[config.mk]
export PLATFORM = sky130hd
export DESIGN_NAME = univ_shift_reg
export DESIGN_NICKNAME = d
export VERILOG_FILES = /design/src/rtl/univ_shift_reg.sv
export SDC_FILE = /design/constraint.sdc
export NUM_CORES = 1
export LEC_CHECK = 0
export CAP_MARGIN = 20
export CORE_AREA = 10 10 55 57
export DETAILED_ROUTE_END_ITERATION = 8
export DIE_AREA = 0 0 65 67
export GPL_TIMING_DRIVEN = 1
export PLACE_DENSITY = 0.86
export REMOVE_ABC_BUFFERS = 1
export SLEW_MARGIN = 0
export SYNTH_ARGS = -nofsm -noshare
export SYNTH_HDL_FRONTEND = slang
export SYNTH_SLANG_ARGS = --single-unit
[constraint.sdc]
create_clock -name clk -period 1.6 [get_ports clk]
set_input_delay 0.16 -clock clk [delete_from_list [all_inputs] [get_ports clk]]
set_output_delay 0.16 -clock clk [all_outputs]
set_load 0.03 [all_outputs]
[src/rtl/univ_shift_reg.sv]
// univ_shift_reg: WIDTH-bit universal shift register with clock enable,
// hold / shift right / shift left / parallel load modes, and a built-in
// auto-serialiser that shifts a loaded word out LSB-first on sout_r.
// Optional feature macro: ROTATE_EN (adds input rot; mode 01/10 rotate
// instead of shifting in ser_in_* while in IDLE).
module univ_shift_reg #(
    parameter int               WIDTH     = 8,
    parameter logic [WIDTH-1:0] RESET_VAL = '0
) (
    input  logic             clk,
    input  logic             rst,
    input  logic             en,
    input  logic [1:0]       mode,
    input  logic [WIDTH-1:0] d,
    input  logic             ser_in_msb,
    input  logic             ser_in_lsb,
    input  logic             start,
`ifdef ROTATE_EN
    input  logic             rot,
`endif
    output logic [WIDTH-1:0] q,
    output logic             sout_r,
    output logic             sout_l,
    output logic             busy,
    output logic             done
);

    localparam int CW = (WIDTH > 1) ? $clog2(WIDTH) : 1;
    localparam logic [CW-1:0] LAST = CW'(WIDTH - 1);

    typedef enum logic {
        IDLE   = 1'b0,
        SERIAL = 1'b1
    } state_t;

    state_t           state, state_nxt;
    logic [CW-1:0]    cnt, cnt_nxt;
    logic [WIDTH-1:0] q_nxt;
    logic             busy_nxt, done_nxt;

    // Serial taps come straight from the register ends.
    assign sout_r = q[0];
    assign sout_l = q[WIDTH-1];

    // Next-state and datapath selection; en=0 leaves every register unchanged.
    always_comb begin
        state_nxt = state;
        q_nxt     = q;
        cnt_nxt   = cnt;
        busy_nxt  = busy;
        done_nxt  = done;
        if (en) begin
            done_nxt = 1'b0;
            case (state)
                IDLE: begin
                    if (start) begin
                        q_nxt     = d;
                        cnt_nxt   = '0;
                        busy_nxt  = 1'b1;
                        state_nxt = SERIAL;
                    end else begin
                        case (mode)
                            2'b00: q_nxt = q;
`ifdef ROTATE_EN
                            2'b01: q_nxt = rot ? {q[0], q[WIDTH-1:1]}
                                               : {ser_in_msb, q[WIDTH-1:1]};
                            2'b10: q_nxt = rot ? {q[WIDTH-2:0], q[WIDTH-1]}
                                               : {q[WIDTH-2:0], ser_in_lsb};
`else
                            2'b01: q_nxt = {ser_in_msb, q[WIDTH-1:1]};
                            2'b10: q_nxt = {q[WIDTH-2:0], ser_in_lsb};
`endif
                            2'b11: q_nxt = d;
                        endcase
                    end
                end
                SERIAL: begin
                    q_nxt = {1'b0, q[WIDTH-1:1]};
                    if (cnt == LAST) begin
                        busy_nxt  = 1'b0;
                        done_nxt  = 1'b1;
                        state_nxt = IDLE;
                    end else begin
                        cnt_nxt = cnt + 1'b1;
                    end
                end
            endcase
        end
    end

    // State and output registers with synchronous reset taking priority.
    always_ff @(posedge clk) begin
        if (rst) begin
            q     <= RESET_VAL;
            cnt   <= '0;
            busy  <= 1'b0;
            done  <= 1'b0;
            state <= IDLE;
        end else begin
            q     <= q_nxt;
            cnt   <= cnt_nxt;
            busy  <= busy_nxt;
            done  <= done_nxt;
            state <= state_nxt;
        end
    end

endmodule

==> flow_summary.json <==
{
  "maximum_achievable_frequency_ghz": 0.6474,
  "num-nets-final": 155,
  "die-area_um2": 4355,
  "post_route_cells_drive_above_1_share_pct": 16.18,
  "required_ns": 1.44,
  "max-vdd-ir-drop_uv": 519.3,
  "cts_tree": "done",
  "cts_resized": 0,
  "numClockSinks": 14,
  "post_route_setup_tns_ns": 0,
  "clkLatencyLatePin_ns": 0.29,
  "cts_inserted_buffers": 3,
  "synth_seq_cells": 14,
  "htree_num_levels": 1,
  "postRouteWirelength_um": 2608,
  "max_slew.worst_pin.slew_ns": 0.3704,
  "syn_avg_cell_area_um2": 8.301,
  "placement.io_buffers": 27,
  "post_dp_cell_area_um2": 1194,
  "drc": 0,
  "dr.first_iter.drc_count": 31,
  "p_per_area_nw_per_um2": 758.9,
  "timing.hold.worst.class": "in2reg",
  "grt_max_degree": 15,
  "areaGrowthSynthToFinish_pct": 44.35,
  "max-cap-violations": 0,
  "layout_min_cycle_time_ns": 1.545,
  "mostFrequentLayoutCell": "clkdlybuf4s50_1",
  "path_delay_family": "buffers and inverters",
  "n_antenna_cell": 0,
  "start_util_pct": 44.46,
  "fill_cells": 166,
  "synth_sequential_area_ratio_pct": 32.46,
  "synthesis.instances": 104,
  "worst-endpoint-arrival_ns": 1.38,
  "synthesis.yosys.warnings": 0,
  "globalRoute.totalOverflow": 0,
  "final_cell_mix": "clkdlybuf4s50_1 (24), dfxtp_1 (14), buf_4 (11)",
  "cts_root_buf": "clkbuf_4",
  "timing.final.hold_violations": 0,
  "detailed_placement_hpwl_um": 1891,
  "syn-cell-area_um2": 863.3,
  "endpoint_kind": "output port",
  "track_usage_pct": 11.92,
  "first_global_vias": 875,
  "clk_transition_reported_paths_ns": 0.10,
  "report.power.total_uw": 945.7,
  "detail_route.vias_per_cell": 5.718,
  "slew_headroom_pct": 75.05,
  "cpPeakStageDelay_ns": 0.70,
  "slew_viols_final": 0,
  "floorplan.die.width_um": 65,
  "status": "finished, final reports clean",
  "antenna_found_initial": 0,
  "detail_route.first_pass.iterations": 4,
  "path_cells": "clkdlybuf4s50_1",
  "post-route-cell-area_um2": 1246,
  "number_of_antenna_violating_nets_in_the_routed_design": 0,
  "die_h_um": 67,
  "finalSetupViolCount": 0,
  "hold_buffers": 0,
  "placement_rows": 16,
  "coreArea_um2": 1942,
  "route.vias.total": 932,
  "setup.worst_path.start_class": "flip-flop",
  "cts_setup_buffers": 0,
  "finClkSkew_ns": 0.01075,
  "rsz0062_at_grt": "no",
  "num_io_pins": 28,
  "grt_first_pass_wirelength_um": 4160,
  "critical_path.max_fanout": 4,
  "critPathKind": "reg2out",
  "crit_path_top_delay_cell": "clkdlybuf4s50_1",
  "routedWlPerCell_um": 16.00,
  "post-route-period-util_pct": 96.54,
  "yosysUniqueCellTypes": 31,
  "globalplace.congestion": 0.8463,
  "path_buf_inv": 1,
  "worst_slack_on_hold_paths_ns": 0.4569,
  "leakage_nw": 0.5009,
  "clockBufferDepth": 2
}
==> metal layers <==
| metal | track usage, % | part of all wire, % | up-vias |
|---|---|---|---|
| met2 | 19.21 | 49 | 41 |
| met5 | 0 | 0 | - |
| met3 | 4.181 | 8.3 | 2 |
| met4 | 4.813 | 0.54 | 0 |
| li1 | - | - | 452 |
| met1 | 14.09 | 42 | 437 |
==> cell type report <==
type                    count  area [um2]  area share (%)
well taps                  27       33.78           2.711
repair buffers             38       360.3           28.92
clock buffers               4       36.28           2.912
flip-flops and latches     14       280.3           22.49
inverters                   1       3.754          0.3012
multi-input cells          79       531.8           42.67
==> kinds of logic after synthesis <==
| group | count (synthesis) | synth area share (%) |
|---|---|---|
| adder cells (fa/ha/maj) | 2 | 2.898 |
| AO/OA/AOI/OAI | 41 | 34.78 |
| flip-flops | 14 | 32.46 |
| buffers and inverters | 11 | 6.954 |
| AND/OR/NAND/NOR | 36 | 22.90 |
==> sequential cells by signal (all words and copies together), names as in the netlist <==
signal  cells
busy        1
cnt         3
done        1
q           8
state       1
==> where the power goes <==
group / internal, mW / switching, mW
Combinational: 0.137 / 0.146
Sequential: 0.371 / 0.0245
Clock: 0.138 / 0.129
==> per-stage QoR <==
step | cells | setup WS [ns] | util [%]
global placement | 159 | -0.1024 | 61.47
detailed placement | 159 | -0.1977 | 61.47
CTS | 163 | 0.007695 | 63.34
finish | 163 | 0.05530 | 64.18
floorplan | 94 | 0.1464 | -
global route | 163 | 0.002404 | 64.18
==> cell usage after synthesis (all sizes together) <==
cell type | instances | area [um2]
and2 | 1 | 6.260
o21bai | 2 | 15.01
a21boi | 4 | 30.03
dfxtp | 14 | 280.3
ha | 2 | 25.02
o21ai | 10 | 50.05
nor4b | 1 | 15.01
inv | 1 | 3.750
or3b | 2 | 17.52
a211o | 2 | 17.52
nand3b | 2 | 15.01
nand2 | 8 | 30.03
nand2b | 1 | 6.260
clkbuf | 4 | 15.01
buf | 6 | 41.28
a32oi | 1 | 8.760
nor2 | 10 | 37.54
a21o | 3 | 23.77
and3b | 2 | 20.02
o41a | 1 | 11.26
a2bb2oi | 1 | 8.760
a311oi | 8 | 88.83
a31oi | 1 | 6.260
nand3 | 6 | 30.03
nor3b | 1 | 7.510
a21oi | 8 | 40.04
nor2b | 2 | 12.51
==> path summary, 6_finish.rpt <==
path | startpoint | endpoint | slack, ns | cells past startpoint
hold reg to reg | done | done | 0.49 | 2
hold / removal | d[4] | q[4] | 0.46 | 3
setup reg to reg | state | q[0] | 0.24 | 4
setup / recovery | q[0] | q[0] | 0.06 | 1
Note: power is estimated with default switching activity, not from simulation.
